--- src/rtl/isa_write_decoder_if.sv ---
// ISA I/O write bus bundle: raw asynchronous ISA inputs in one direction,
// captured data, load strobes and busy flag in the other.
interface isa_write_decoder_if #(
    parameter int DATA_WIDTH = 8
);
    logic [9:0]            isa_addr;
    logic [DATA_WIDTH-1:0] isa_data;
    logic                  isa_iow_n;
    logic                  isa_aen;
    logic [DATA_WIDTH-1:0] wr_data;
    logic [3:0]            load_n;
    logic                  busy;

    // The ISA side of the bus (bench or bus bridge) drives the raw inputs.
    modport master (
        output isa_addr, isa_data, isa_iow_n, isa_aen,
        input  wr_data, load_n, busy
    );

    // The decoder consumes the raw inputs and produces the register-file strobes.
    modport slave (
        input  isa_addr, isa_data, isa_iow_n, isa_aen,
        output wr_data, load_n, busy
    );
endinterface

--- src/rtl/isa_write_decoder.sv ---
// ISA I/O write front-end: synchronises IOW#, address, data and AEN into clk,
// glitch-filters IOW#, decodes a 4-port window at BASE_ADDR and issues one
// active-low one-hot load strobe per qualified write.
module isa_write_decoder #(
    parameter logic [9:0] BASE_ADDR  = 10'h220,
    parameter int         DATA_WIDTH = 8,
    parameter int         FILTER     = 2
) (
    input  logic            clk,
    input  logic            reset,
    isa_write_decoder_if.slave bus
);

    typedef enum logic [2:0] {
        S_ARM,
        S_IDLE,
        S_QUALIFY,
        S_CHECK,
        S_STROBE,
        S_RELEASE
    } state_t;

    localparam logic [3:0] FILTER_CNT = 4'(FILTER);

    logic                  r_iowMeta;
    logic                  r_iowS;
    logic [9:0]            r_addrMeta;
    logic [9:0]            r_addrS;
    logic [DATA_WIDTH-1:0] r_dataMeta;
    logic [DATA_WIDTH-1:0] r_dataS;
    logic                  r_aenMeta;
    logic                  r_aenS;
    logic [1:0]            r_syncValid;

    state_t                r_state;
    logic [3:0]            r_cnt;
    logic [DATA_WIDTH-1:0] r_wrData;
    logic [1:0]            r_sel;

    state_t                w_stateNext;
    logic [3:0]            w_cntNext;
    logic [DATA_WIDTH-1:0] w_wrDataNext;
    logic [1:0]            w_selNext;
    logic                  w_hit;

    // Two-flop synchronisers; r_syncValid marks when the chain holds real samples
    // rather than its reset values, so ARM cannot mistake the reset-value high
    // for a released IOW# while the raw strobe is still low.
    always_ff @(posedge clk) begin
        if (reset) begin
            r_iowMeta   <= 1'b1;
            r_iowS      <= 1'b1;
            r_addrMeta  <= '0;
            r_addrS     <= '0;
            r_dataMeta  <= '0;
            r_dataS     <= '0;
            r_aenMeta   <= 1'b0;
            r_aenS      <= 1'b0;
            r_syncValid <= 2'b00;
        end else begin
            r_iowMeta   <= bus.isa_iow_n;
            r_iowS      <= r_iowMeta;
            r_addrMeta  <= bus.isa_addr;
            r_addrS     <= r_addrMeta;
            r_dataMeta  <= bus.isa_data;
            r_dataS     <= r_dataMeta;
            r_aenMeta   <= bus.isa_aen;
            r_aenS      <= r_aenMeta;
            r_syncValid <= {r_syncValid[0], 1'b1};
        end
    end

    assign w_hit = !r_aenS && (r_addrS[9:2] == BASE_ADDR[9:2]);

    // Next-state logic: filter count, decode, and capture of data and port select.
    always_comb begin
        w_stateNext  = r_state;
        w_cntNext    = r_cnt;
        w_wrDataNext = r_wrData;
        w_selNext    = r_sel;
        case (r_state)
            S_ARM: begin
                if (r_syncValid[1] && r_iowS) begin
                    w_stateNext = S_IDLE;
                end
            end
            S_IDLE: begin
                if (!r_iowS) begin
                    w_cntNext   = 4'd1;
                    w_stateNext = (FILTER == 1) ? S_CHECK : S_QUALIFY;
                end
            end
            S_QUALIFY: begin
                if (r_iowS) begin
                    w_stateNext = S_IDLE;
                end else begin
                    w_cntNext = r_cnt + 4'd1;
                    if (r_cnt + 4'd1 == FILTER_CNT) begin
                        w_stateNext = S_CHECK;
                    end
                end
            end
            S_CHECK: begin
                if (w_hit) begin
                    w_wrDataNext = r_dataS;
                    w_selNext    = r_addrS[1:0];
                    w_stateNext  = S_STROBE;
                end else begin
                    w_stateNext = S_RELEASE;
                end
            end
            S_STROBE: begin
                w_stateNext = S_RELEASE;
            end
            S_RELEASE: begin
                if (r_iowS) begin
                    w_stateNext = S_IDLE;
                end
            end
            default: begin
                w_stateNext = S_ARM;
            end
        endcase
    end

    // State register with synchronous reset taking priority over every transition.
    always_ff @(posedge clk) begin
        if (reset) begin
            r_state  <= S_ARM;
            r_cnt    <= 4'd0;
            r_wrData <= '0;
            r_sel    <= 2'd0;
        end else begin
            r_state  <= w_stateNext;
            r_cnt    <= w_cntNext;
            r_wrData <= w_wrDataNext;
            r_sel    <= w_selNext;
        end
    end

    assign bus.wr_data = r_wrData;
    assign bus.load_n  = (r_state == S_STROBE) ? ~(4'b0001 << r_sel) : 4'b1111;
    assign bus.busy    = (r_state != S_ARM) && (r_state != S_IDLE);

endmodule

--- src/flat_wrapper.sv ---
// flat-port wrapper written by rule: the top's interface ports become plain ports
module isa_write_decoder_flat 
#(
    parameter logic [9:0] BASE_ADDR  = 10'h220,
    parameter int         DATA_WIDTH = 8,
    parameter int         FILTER     = 2
)
  (clk, reset, bus_isa_addr, bus_isa_data, bus_isa_iow_n, bus_isa_aen, bus_wr_data, bus_load_n, bus_busy);
  isa_write_decoder_if #(.DATA_WIDTH(DATA_WIDTH)) bus_i ();
  input  logic clk;
  input  logic reset;
  input wire logic [$bits(bus_i.isa_addr)-1:0] bus_isa_addr;
  input wire logic [$bits(bus_i.isa_data)-1:0] bus_isa_data;
  input wire logic [$bits(bus_i.isa_iow_n)-1:0] bus_isa_iow_n;
  input wire logic [$bits(bus_i.isa_aen)-1:0] bus_isa_aen;
  output wire logic [$bits(bus_i.wr_data)-1:0] bus_wr_data;
  output wire logic [$bits(bus_i.load_n)-1:0] bus_load_n;
  output wire logic [$bits(bus_i.busy)-1:0] bus_busy;
  assign bus_i.isa_addr = bus_isa_addr;
  assign bus_i.isa_data = bus_isa_data;
  assign bus_i.isa_iow_n = bus_isa_iow_n;
  assign bus_i.isa_aen = bus_isa_aen;
  assign bus_wr_data = bus_i.wr_data;
  assign bus_load_n = bus_i.load_n;
  assign bus_busy = bus_i.busy;
  isa_write_decoder #(.BASE_ADDR(BASE_ADDR), .DATA_WIDTH(DATA_WIDTH), .FILTER(FILTER)) u_core (.clk(clk), .reset(reset), .bus(bus_i));
endmodule
--- config.mk ---
export PLATFORM = sky130hd
export DESIGN_NAME = isa_write_decoder_flat
export DESIGN_NICKNAME = d
export VERILOG_FILES = /design/src/rtl/isa_write_decoder_if.sv /design/src/rtl/isa_write_decoder.sv /design/src/flat_wrapper.sv
export SDC_FILE = /design/constraint.sdc
export NUM_CORES = 1
export LEC_CHECK = 0
export CORE_MARGIN = 2
export CORE_UTILIZATION = 58
export CTS_BUF_LIST = sky130_fd_sc_hd__clkbuf_4 sky130_fd_sc_hd__clkbuf_8
export DETAILED_ROUTE_END_ITERATION = 8
export PLACE_DENSITY = 0.88
export RECOVER_POWER = 50
export SETUP_SLACK_MARGIN = 0.02
export SYNTH_ARGS = -nofsm -noshare
export SYNTH_HDL_FRONTEND = slang
export SYNTH_SLANG_ARGS = --single-unit
--- constraint.sdc ---
create_clock -name clk -period 3.5 [get_ports clk]
set_input_delay 0.7 -clock clk [delete_from_list [all_inputs] [get_ports clk]]
set_output_delay 0.7 -clock clk [all_outputs]
set_load 0.02 [all_outputs]
Yosys cells after proc, flatten, opt, wreduce, memory -nomap -nowiden:

Cells that the tools add are included.

* register bits after elaboration: 59
* latch bits: 0
* RAM bits: 0
* bits in read-only memories: 0
* input bits: 22
* output and inout port bits: 13
* word-level logic and storage cells: 52
* memories kept: 0

* add/sub/neg operators: 1
* $mul: 0
* div/mod/pow operators: 0
* magnitude comparators: 0
* equal/unequal tests: 13
* shift operators: 1
* muxes and demuxes: 12
* bitwise operators: 1
* reductions and logical operators: 10

Operator list (count)
* $pmux 3 s6: 1
* $mux 3: 5
* $mux 4: 3
* $eq 8x8->1 const B: 1
* $pmux 4 s2: 1
* $eq 3x2->1 const B: 2
* $eq 3x3->1 const B: 2
* $ne 3x1->1 const B: 2
* $add 4x1->4 const B: 1
* $eq 4x2->1 const B: 1
* $ne 2x1->1 const B: 2
* $ne 2x2->1 const B: 2
* $not 4->4: 1
* $reduce_and 4->1: 1
* $shl 1x2->4 const A: 1
* $eq 3x1->1 const B: 1
* $logic_and 1x1->1: 3
* $logic_not 3->1: 1
* $reduce_and 3->1: 1
* $reduce_bool 3->1: 1
* $mux 1: 2
* $reduce_and 2->1: 1
* $reduce_bool 2->1: 1
* $logic_not 1->1: 1

Logic depth before layout (Yosys ltp):

Gate-level depths: netlist of run 1.

* depth in word-level cells: 5
* gate-level depth with buffers: 6
* depth with buffers taken out: 6

Worst setup path before layout of run 1:

OpenSTA, ideal clock, no wires.

* path type: register to output
* start: register u_core.r_state[2]
* end: output bus_load_n[0]
* arrival time: 1.069 ns
* data required time: 2.800 ns
* slack: 1.731 ns
* stages on the path, launching flop included: 4
* buffers on the path: 1
* cells stage by stage: dfxtp_1 buf_2 nand2_1 or3_1

* word-level cells in the longest chain between the ends: 2

RTL lines
* start, declared: RTL line isa_write_decoder.sv:35 `state_t r_state;`
* start signal, assigned: RTL line isa_write_decoder.sv:134 `r_state <= w_stateNext;`
* $eq 3x3->1: RTL line isa_write_decoder.sv:142 `assign bus.load_n = (r_state == S_STROBE) ? ~(4'b0001 << r_sel) : 4'b1111;`
* $mux 4: RTL line isa_write_decoder.sv:142
* end, declared: RTL line flat_wrapper.sv:17 `output wire logic [$bits(bus_i.load_n)-1:0] bus_load_n;`

Every way passes these cells.

==> run summary, run 1 <==
=====================================================================================
Port buffer count ......................................................           34
Kind of launch point of the worst setup path ...........................    input pin
GR Util met3 ...........................................................        6.43%
Global Route met2 Usage ................................................        29.9%
Clock transition at path regs ..........................................        90 ps
Largest buffer count on any clock path .................................            2
Count of routing violations after the opening detailed-route iteration .           78
Initial antenna violation count ........................................            0
Flip-flop and latch count after synthesis ..............................           59
Count of yosys warnings during synthesis ...............................            0
Area of the die ........................................................     3990 µm²
Achievable frequency ...................................................      365 MHz
Total core area ........................................................     3340 µm²
Data arrival, critical path ............................................      2910 ps
Vias per cell ..........................................................         4.92
Weighted congestion at the end of routability-driven global placement ..        0.809
Sum of negative setup slack ............................................         0 ps
Post-route antenna net violation count .................................            0
Final Setup Violations .................................................            0
Netlist cell types .....................................................           34
Total DRC errors in the routed layout ..................................            0
Latest clock arrival within the worst-skew pair ........................       370 ps
Layout overhead on the synthesized area ................................        23.2%
Top-Level Pins .........................................................           35
Peak-usage layer in the global routing report ..........................         met2
Peak supply drop .......................................................     0.276 mV
Max Clock Skew .........................................................      6.11 ps
Static Leakage .........................................................      1.03 nW
CTS tree ...............................................................          yes
Synthesized area per cell ..............................................     10.4 µm²
Number of clock sinks seen by CTS ......................................           59
Period utilisation layout ..............................................        78.2%
Worst slew margin relative to its limit ................................       -51.5%
Buf/Inv on CP ..........................................................            2
Die outline width ......................................................      63.1 µm
Mapped Area ............................................................     2030 µm²
Vertical die dimension .................................................      63.1 µm
Hold WC Path Type ......................................................   reg -> reg
Power density over the cells ...........................................   474 nW/µm²
Actual transition at the worst max-transition pin ......................      2270 ps
Number of nets in the final layout .....................................          253
CTS Hold Bufs ..........................................................            0
Cts repair resizes .....................................................            0
TritonCTS Buffers ......................................................            9
Pin count of the biggest net entering global routing ...................           60
Detailed-placement wirelength estimate .................................      2120 µm
Start-to-end type of the worst setup path ..............................    in -> reg
H-Tree Level Count .....................................................            3
Run status ............................................................. complete, but fails checks
Wire length of the first global-routing pass ...........................      5240 µm
Final cell count without fillers .......................................          280
Initial core utilization ...............................................        60.8%
Commonest register cell after synthesis ................................ sky130_fd_sc_hd__dfxtp_1
Number of synthesized flops with an enable pin .........................            0
Crit path cell chain ................................................... clkbuf_1 -> inv_1 -> o311ai_0 -> o31ai_1
Family with the most delay on the worst path ........................... buffers and inverters
Wirelength per Cell ....................................................      11.1 µm
Grt ovf ................................................................            0
Fin. Hold Viols ........................................................            0
Post-CTS setup buffer count ............................................            0
RSZ-0062 raised after global routing ...................................        false
Overall routing resource usage .........................................        17.5%
Highest net fanout along the worst path ................................           59
Detailed Route WL ......................................................      3120 µm
Pins over their slew limit .............................................           60
Standard-cell rows .....................................................           21
# Max-Cap Violations ...................................................            1
Buffer type at the clock tree root ..................................... sky130_fd_sc_hd__clkbuf_4
CP required ............................................................      3680 ps
Part of the Yosys area used for sequential elements ....................        58.2%
Synth Instances ........................................................          195
ANT cells ..............................................................            0
Minimum clock period after layout ......................................      2740 ps
Post-synth ARST share ..................................................           0%
Vias after detailed routing ............................................         1378
Failing checks ......................................................... capacitance limit, slew limit
Layout Utilization .....................................................        74.9%
Met1 Use GR ............................................................        18.1%
Fraction of layout cells with a size suffix above 1 ....................        10.7%
Crit path max-delay cell type .......................................... sky130_fd_sc_hd__clkbuf_1
Biggest cell delay along the critical path .............................      1580 ps
Post-Place Cells .......................................................          264
Vias in the first global route .........................................         1292
Number of nets in the synthesized netlist ..............................          219
Element type at the critical path end ..................................         flop
TritonRoute pass-1 iters ...............................................            4
=====================================================================================
==> placed cells by master, fill, tap and decap left out, types with 2 or more instances in the layout <==
cell type	synthesis	routed
sky130_fd_sc_hd__a21oi_1	6	6
sky130_fd_sc_hd__xor2_1	3	3
sky130_fd_sc_hd__mux2i_1	10	10
sky130_fd_sc_hd__dfxtp_1	59	59
sky130_fd_sc_hd__ha_1	2	2
sky130_fd_sc_hd__a31oi_1	2	2
sky130_fd_sc_hd__o31ai_1	2	2
sky130_fd_sc_hd__inv_1	3	3
sky130_fd_sc_hd__nor3_1	2	2
sky130_fd_sc_hd__nor4b_1	2	2
sky130_fd_sc_hd__nor2_1	16	16
sky130_fd_sc_hd__clkbuf_8	0	2
sky130_fd_sc_hd__clkdlybuf4s50_1	0	33
sky130_fd_sc_hd__or2_2	5	5
sky130_fd_sc_hd__nand3_1	2	2
sky130_fd_sc_hd__a41oi_1	2	2
sky130_fd_sc_hd__clkbuf_4	0	12
sky130_fd_sc_hd__nand2_1	11	11
sky130_fd_sc_hd__nand4_1	3	3
sky130_fd_sc_hd__clkinv_2	0	2
sky130_fd_sc_hd__nor2b_1	39	39
==> metal layers <==
layer | up-vias | wire length [µm]
met4 | 0 | 55
met5 | - | 0
met1 | 626 | 1390
li1 | 716 | -
met2 | 31 | 1540
met3 | 5 | 139
==> cell type report <==
class | count | area [µm²]
clock inverters | 2 | 10.0
well taps | 46 | 57.6
fillers | 236 | 838
clock buffers | 14 | 118
flip-flops and latches | 59 | 1180
inverters | 3 | 11.3
repair buffers | 34 | 334
multi-input cells | 122 | 787
==> sequential cells by signal, summed over array words and instances, names as in the netlist <==
name / cells
u_core.bus.wr_data: 8
u_core.r_addrMeta: 10
u_core.r_addrS: 10
u_core.r_aenMeta: 1
u_core.r_aenS: 1
u_core.r_cnt: 4
u_core.r_dataMeta: 8
u_core.r_dataS: 8
u_core.r_iowMeta: 1
u_core.r_iowS: 1
u_core.r_sel: 2
u_core.r_state: 3
u_core.r_syncValid: 2
==> cells by family (layout without fill, tap and decap cells) <==
kind of cell / Yosys count / in the layout / share of synthesized area, %
multiplexers: 10 / 10 / 4.94
AO/OA/AOI/OAI: 18 / 18 / 6.11
buffers and inverters: 14 / 53 / 2.96
adder cells (fa/ha/maj): 2 / 2 / 1.23
AND/OR/NAND/NOR: 89 / 89 / 25.2
flip-flops: 59 / 59 / 58.2
XOR/XNOR: 3 / 3 / 1.30
==> worst paths after layout <==
check        cells after the start                            endpoint                      startpoint  slack (ps)
max                              4        u_core.r_cnt[3]$_SDFFE_PP0P_                           reset         760
max reg2reg                      4  u_core.bus.wr_data[3]$_SDFFE_PP0P_  u_core.r_state[0]$_SDFFE_PP0P_        1310
min reg2reg                      1            u_core.r_iowS$_SDFF_PP1_     u_core.r_iowMeta$_SDFF_PP1_         410
min                              1            u_core.r_iowS$_SDFF_PP1_     u_core.r_iowMeta$_SDFF_PP1_         410
==> through the flow <==
step / hold WS, ps / worst slack, ps / power (mW) / area (µm²)
after floorplan: 389 / 1730 / 0.752 / 2030
after global placement: 393 / 1240 / 0.777 / 2370
after detailed placement: 396 / 1180 / 0.781 / 2370
after CTS: 413 / 754 / 1.20 / 2500
after global routing: 419 / 470 / 1.24 / 2500
final: 407 / 762 / 1.18 / 2500
==> Yosys cell counts (all sizes together) (3+ instances only) <==
cell / number / area share [%]
xor2: 3 / 1.3
nor2: 16 / 3.0
inv: 3 / 0.56
buf: 6 / 1.5
nand4: 3 / 0.93
nor4b: 3 / 1.6
mux2i: 10 / 4.9
dfxtp: 59 / 58
clkbuf: 5 / 0.93
or2: 5 / 1.5
nand2: 11 / 2.0
a21oi: 6 / 1.5
nor2b: 39 / 12
==> worst reg2reg max path, cell delays in order (launching register included) <==
cell	delay (ps)
sky130_fd_sc_hd__dfxtp_1	620
sky130_fd_sc_hd__nor4b_2	320
sky130_fd_sc_hd__nand4_1	630
sky130_fd_sc_hd__mux2i_1	370
sky130_fd_sc_hd__nor2_1	60
==> power by group <==
group          switching, mW  internal [mW]
clock                  0.212          0.208
combinational         0.0221         0.0381
sequential            0.0101          0.694
total                  0.245          0.940
(Power assumes the default switching activity.)
==> run 2, diff against run 1 <==
Settings changed: CORE_UTILIZATION 58 to 54, PLACE_DENSITY 0.88 to 0.83.
Clock period 3.5 ns to 2.8 ns, I/O delays scaled along.
==> run 2 against run 1 <==
The run now ends clean. Register-to-register slack lost 100 ps. Utilization shrank 4.4 points. Flip-flop and latch count is the same. Worst setup slack lost 460 ps. Global-route usage grew 0.15 points. Wire length shrank 2.3%. Clock power grew 51%. Final area grew 2.6%. Total power grew 35%. Via count grew 0.44%. Largest cell class unchanged.
==> run summary, run 2 (same netlist as run 1, synthesis figures left out) <==
=====================================================================================
Clock transition at path regs ..........................................        60 ps   -30 ps
Vias after detailed routing ............................................         1384   +0.44%
Internal ...............................................................      1.25 mW   +33%
TritonRoute pass-1 iters ...............................................            4   unchanged
H-Tree Level Count .....................................................            3   unchanged
Share of total power consumed by net switching .........................        21.4%   +0.79 points
Kind of launch point of the worst setup path ...........................         flop
Weighted congestion at the end of routability-driven global placement ..        0.797   -1.4%
Standard-cell rows .....................................................           22   +4.8%
Hold WC Path Type ......................................................   reg -> reg
Count of routing violations after the opening detailed-route iteration .           99   +27%
Power density over the cells ...........................................   622 nW/µm²   +31%
Wirelength per Cell ....................................................      10.7 µm   -4.0%
Vias per cell ..........................................................         4.86   -1.3%
Static Leakage .........................................................      1.05 nW   +2.1%
Fin. Hold Viols ........................................................            0   unchanged
Most common cell after layout, fill and taps aside ..................... sky130_fd_sc_hd__dfxtp_1
Start-to-end type of the worst setup path ..............................   reg -> out
Final Setup Violations .................................................            0   unchanged
Wire length of the first global-routing pass ...........................      5580 µm   +6.3%
Layout overhead on the synthesized area ................................        26.3%
TritonCTS Buffers ......................................................            9   unchanged
ANT cells ..............................................................            0   unchanged
CTS tree ...............................................................          yes
Peak-usage layer in the global routing report ..........................         met2
Crit path max-delay cell type .......................................... sky130_fd_sc_hd__dfxtp_1
Vertical die dimension .................................................      65.3 µm   +3.4%
Initial antenna violation count ........................................            0   unchanged
Minimum clock period after layout ......................................      2500 ps
Area of all sequential standard cells ..................................     1180 µm²   unchanged
Crit path cell chain ................................................... nand2_1 -> or3_1 -> clkdlybuf4s50_1
Largest buffer count on any clock path .................................            2   unchanged
Worst slew margin relative to its limit ................................        2.35%   +54 points
Detailed Route WL ......................................................      3050 µm   -2.3%
Overall routing resource usage .........................................        17.7%   +0.15 points
Biggest cell delay along the critical path .............................       610 ps   -970 ps
Die outline width ......................................................      65.3 µm   +3.4%
Global Route met2 Usage ................................................        29.3%   -0.58 points
# Max-Cap Violations ...................................................            0   -1
Largest registers ...................................................... u_core.r_addrMeta: 10 flops, u_core.r_addrS: 10 flops
Number of clock sinks seen by CTS ......................................           59   unchanged
Share of total power in sequential cells ...............................        55.0%   -4.5 points
Area of the die ........................................................     4260 µm²   +6.9%
Total DRC errors in the routed layout ..................................            0   unchanged
CP required ............................................................      2240 ps   -1440 ps
Latest clock arrival within the worst-skew pair ........................       330 ps   -40 ps
Sum of negative setup slack ............................................         0 ps   unchanged
Number of filler cells placed in the layout ............................          279   +18%
Period utilisation layout ..............................................        89.3%
Final setup slack of the worst path ....................................       299 ps   -463 ps
Area occupied by multi-input gates .....................................      787 µm²   unchanged
Pin count of the biggest net entering global routing ...................           36   -40%
Post-CTS setup buffer count ............................................            0   unchanged
Highest net fanout along the worst path ................................           15   -75%
Buf/Inv on CP ..........................................................            1   -1
Worst slack after detailed placement ...................................       649 ps   -532 ps
Pins over their slew limit .............................................            0   -100%
Run status ............................................................. finished clean
Fraction of layout cells with a size suffix above 1 ....................        11.8%   +1.1 points
Number of nets in the final layout .....................................          256   +1.2%
CTS Hold Bufs ..........................................................            0   unchanged
Port buffer count ......................................................           34   unchanged
Met1 Use GR ............................................................        19.2%   +1.1 points
Max Clock Skew .........................................................      6.45 ps   +0.335 ps
Reported net switching power ...........................................     0.342 mW   +40%
Family with the most delay on the worst path ...........................   flip-flops
Top-Level Pins .........................................................           35   unchanged
Peak supply drop .......................................................     0.412 mV   +49%
Share of power burned in the clock network .............................        39.9%   +4.5 points
GR Util met3 ...........................................................        5.14%   -1.3 points
Achievable frequency ...................................................      400 MHz
Post-route antenna net violation count .................................            0   unchanged
Total core area ........................................................     3630 µm²   +8.9%
Portion of total power attributed to combinational logic ...............         5.0%   about the same
Initial core utilization ...............................................        55.8%   -5.0 points
Actual transition at the worst max-transition pin ......................      1460 ps   -807 ps
Commonest cells after routing, fill and taps aside ..................... sky130_fd_sc_hd__dfxtp_1, sky130_fd_sc_hd__nor2b_1, sky130_fd_sc_hd__clkdlybuf4s50_1
Data arrival, critical path ............................................      1940 ps   -970 ps
Detailed-placement wirelength estimate .................................      2000 µm   -5.9%
Element type at the critical path end ..................................  output port
Vias in the first global route .........................................         1309   +1.3%
Buffer type at the clock tree root ..................................... sky130_fd_sc_hd__clkbuf_8
Grt ovf ................................................................            0   unchanged
RSZ-0062 raised after global routing ...................................        false
Cts repair resizes .....................................................            0   unchanged
=====================================================================================
## run 2: changes by cell type in the layout (fill, tap and decap cells not counted), sizes merged
cell | previous run | this run
buf | 0 | 2
clkbuf | 15 | 13
clkinv | 2 | 3
clkinvlp | 0 | 2
## run 2: layer usage
layer,up-vias,share of wire (%)
li1,718,-
met1,615,42
met2,40,50
met3,11,5.2
met4,0,2.8
met5,-,0
## run 2: worst paths after layout
kind	startpoint	endpoint	slack (ps)	cells past startpoint
worst min register to register	u_core.r_iowMeta$_SDFF_PP1_	u_core.r_iowS$_SDFF_PP1_	410	1
worst max register to register	u_core.r_state[2]$_SDFFE_PP0P_	u_core.bus.wr_data[4]$_SDFFE_PP0P_	1210	5
worst min-delay path	u_core.r_iowMeta$_SDFF_PP1_	u_core.r_iowS$_SDFF_PP1_	410	1
worst max-delay path	u_core.r_state[2]$_SDFFE_PP0P_	bus_load_n[0]	300	3
## run 2: worst reg2reg max path, delay by kind of cell, from the launching register on
| family | cells | cell delay (ps) |
|---|---|---|
| buf+inv | 1 | 220 |
| flops | 1 | 450 |
| simple gates | 3 | 580 |
| mux | 1 | 170 |
## run 2: stage by stage
step                      utilization, %  instances  hold WS [ps]  power (mW)  area (µm²)
after floorplan                        -        195           389       0.940        2030
after global placement              66.0        269           392       0.976        2400
after detailed placement            66.0        269           393       0.978        2400
after CTS                           70.6        285           407        1.62        2570
after global routing                70.5        285           434        1.67        2560
final                               70.5        285           406        1.59        2560
## run 2: power by group through the flow
stage	clock network (mW)	logic, mW	registers, mW
6_report	0.636	0.0805	0.878
2_1_floorplan	0	0.0469	0.893
3_3_place_gp	0	0.0802	0.895
4_1_cts	0.656	0.0820	0.878
3_5_place_dp	0	0.0814	0.896
5_1_grt	0.697	0.0913	0.880
## run 2: cell type report
class                           instances  area share (%)
Sequential cell                        59            46.1
Clock inverter                          5            1.17
Multi-Input combinational cell        122            30.7
Clock buffer                           11            5.42
Inverter                                3           0.439
Tap cell                               48            2.34
Timing Repair Buffer                   37            13.8
==> run 3, diff against run 2 <==
Settings changed: RECOVER_POWER 50 to default.
==> run 3 against run 2 <==
Register-to-register slack better by 30 ps. Highest routed layer unchanged. First-iteration DRC count stayed put. Wire length stayed put. Final area is 0.15% higher. Flip-flop and latch count stayed put. Critical endpoint unchanged. Cell count stayed put. Combinational power is 0.6% higher. Largest cell class unchanged.
==> run summary, run 3 (same netlist as run 1, synthesis figures left out) <==
=====================================================================================
Wire length of the first global-routing pass ...........................      5580 µm   unchanged
Highest net fanout along the worst path ................................           15   unchanged
# Max-Cap Violations ...................................................            0   unchanged
Pin count of the biggest net entering global routing ...................           36   unchanged
Vias after detailed routing ............................................         1384   unchanged
H-Tree Level Count .....................................................            3   unchanged
Portion of total power attributed to combinational logic ...............         5.1%   about the same
Area of the die ........................................................     4260 µm²   unchanged
Largest registers ...................................................... u_core.r_addrMeta: 10 flops, u_core.r_addrS: 10 flops
CTS tree ...............................................................          yes
Internal ...............................................................      1.25 mW   about the same
Reported net switching power ...........................................     0.342 mW   about the same
Achievable frequency ...................................................      400 MHz   unchanged
TritonCTS Buffers ......................................................            9   unchanged
Share of total power consumed by net switching .........................        21.4%   about the same
Pins over their slew limit .............................................            0   unchanged
Actual transition at the worst max-transition pin ......................       613 ps   -852 ps
Number of nets in the final layout .....................................          256   unchanged
Minimum clock period after layout ......................................      2500 ps   unchanged
Clock transition at path regs ..........................................        60 ps   about the same
Static Leakage .........................................................      1.05 nW   +0.32%
Fin. Hold Viols ........................................................            0   unchanged
Critical R2R Capture ................................................... u_core.bus.wr_data[4]$_SDFFE_PP0P_
Largest buffer count on any clock path .................................            2   unchanged
Detailed-placement wirelength estimate .................................      2000 µm   unchanged
Data arrival, critical path ............................................      1940 ps   about the same
Initial core utilization ...............................................        55.8%   unchanged
Reg2reg setup slack ....................................................      1240 ps   +30 ps
Cts repair resizes .....................................................            0   unchanged
Vias per cell ..........................................................         4.86   unchanged
Final setup slack of the worst path ....................................       299 ps   unchanged
Wirelength per Cell ....................................................      10.7 µm   unchanged
CP required ............................................................      2240 ps   about the same
Total DRC errors in the routed layout ..................................            0   unchanged
Share of total power in sequential cells ...............................        55.0%   about the same
Max Clock Skew .........................................................      6.45 ps   unchanged
Sum of negative setup slack ............................................         0 ps   unchanged
Vertical die dimension .................................................      65.3 µm   unchanged
Power density over the cells ...........................................   622 nW/µm²   -0.12%
Total core area ........................................................     3630 µm²   unchanged
Worst slew margin relative to its limit ................................        59.2%   +57 points
Overall power of the completed layout ..................................      1.60 mW   about the same
ANT cells ..............................................................            0   unchanged
Count of routing violations after the opening detailed-route iteration .           99   unchanged
Cell depth of the worst flop-to-flop path ..............................            5   unchanged
Crit path to ........................................................... bus_load_n[0]
Initial antenna violation count ........................................            0   unchanged
Die outline width ......................................................      65.3 µm   unchanged
Final Setup Violations .................................................            0   unchanged
RSZ-0062 raised after global routing ...................................        false
Reg-to-Reg Start ....................................................... u_core.r_state[2]$_SDFFE_PP0P_
Run status ............................................................. finished clean
Post-CTS setup buffer count ............................................            0   unchanged
Port buffer count ......................................................           34   unchanged
Vias in the first global route .........................................         1309   unchanged
Worst slack after detailed placement ...................................       649 ps   unchanged
Overall routing resource usage .........................................        17.7%   unchanged
Weighted congestion at the end of routability-driven global placement ..        0.797   unchanged
Share of power burned in the clock network .............................        39.9%   about the same
Top-Level Pins .........................................................           35   unchanged
Detailed Route WL ......................................................      3050 µm   unchanged
Post-route antenna net violation count .................................            0   unchanged
Grt ovf ................................................................            0   unchanged
Kind of launch point of the worst setup path ...........................         flop
Buffer type at the clock tree root ..................................... sky130_fd_sc_hd__clkbuf_8
Commonest cells after routing, fill and taps aside ..................... sky130_fd_sc_hd__dfxtp_1, sky130_fd_sc_hd__nor2b_1, sky130_fd_sc_hd__clkdlybuf4s50_1
CTS Hold Bufs ..........................................................            0   unchanged
Most common cell after layout, fill and taps aside ..................... sky130_fd_sc_hd__dfxtp_1
Standard-cell rows .....................................................           22   unchanged
Source of the critical timing path ..................................... u_core.r_state[2]$_SDFFE_PP0P_
Number of clock sinks seen by CTS ......................................           59   unchanged
Element type at the critical path end ..................................  output port
Fraction of layout cells with a size suffix above 1 ....................        12.2%   +0.42 points
Hold WC Path Type ......................................................   reg -> reg
Peak supply drop .......................................................     0.412 mV   about the same
TritonRoute pass-1 iters ...............................................            4   unchanged
Start-to-end type of the worst setup path ..............................   reg -> out
Period utilisation layout ..............................................        89.3%   unchanged
Latest clock arrival within the worst-skew pair ........................       330 ps   about the same
Layout overhead on the synthesized area ................................        26.5%
=====================================================================================
## run 3: cell count changes in the layout (fill, tap and decap cells not counted), sizes merged
cell / change
clkbuf: -2
buf: +2
## run 3: final cells by class
type	instances	area (µm²)
Clock buffer	11	139
Clock inverter	5	30.0
Fill cell	277	1070
Inverter	3	11.3
Multi-Input combinational cell	122	787
Sequential cell	59	1180
Tap cell	48	60.1
Timing Repair Buffer	37	358
## run 3: worst min-delay path by stage
stage,end,depth (start not counted),slack (ps),from
detailed placement,u_core.r_iowS$_SDFF_PP1_,1,390,u_core.r_iowMeta$_SDFF_PP1_
floorplan,u_core.r_iowS$_SDFF_PP1_,1,390,u_core.r_iowMeta$_SDFF_PP1_
finish,u_core.r_iowS$_SDFF_PP1_,1,410,u_core.r_iowMeta$_SDFF_PP1_
CTS,u_core.r_iowS$_SDFF_PP1_,1,410,u_core.r_iowMeta$_SDFF_PP1_
global route,u_core.r_iowS$_SDFF_PP1_,1,430,u_core.r_iowMeta$_SDFF_PP1_
global placement,u_core.r_iowS$_SDFF_PP1_,1,390,u_core.r_iowMeta$_SDFF_PP1_
## run 3: power by group through the flow
stage	clock network (mW)	registers (mW)	logic, mW
6_report	0.636	0.878	0.0810
3_5_place_dp	0	0.896	0.0814
4_1_cts	0.656	0.878	0.0820
3_3_place_gp	0	0.895	0.0802
5_1_grt	0.697	0.880	0.0917
2_1_floorplan	0	0.893	0.0469
## run 3: per-layer routing
layer	part of all wire (%)	vias up	routed length (µm)	track usage (%)
met5	0	-	0	0
met4	2.8	0	85	12.5
met3	5.2	11	158	5.14
met2	50	40	1510	29.3
met1	42	615	1290	19.2
li1	-	718	-	-
## run 3: critical path: stages, from the launching register on
cell and delay (ps):
sky130_fd_sc_hd__dfxtp_1 610, sky130_fd_sc_hd__nand2_1 140, sky130_fd_sc_hd__or3_1 320, sky130_fd_sc_hd__clkdlybuf4s50_1 540
## run 3: per-stage QoR
stage                     hold slack (ps)  util [%]  cell area [µm²]  instances
after floorplan                       389         -             2030        195
after global placement                392      66.0             2400        269
after detailed placement              393      66.0             2400        269
after CTS                             407      70.6             2570        285
after global routing                  434      70.6             2570        285
final                                 406      70.6             2570        285
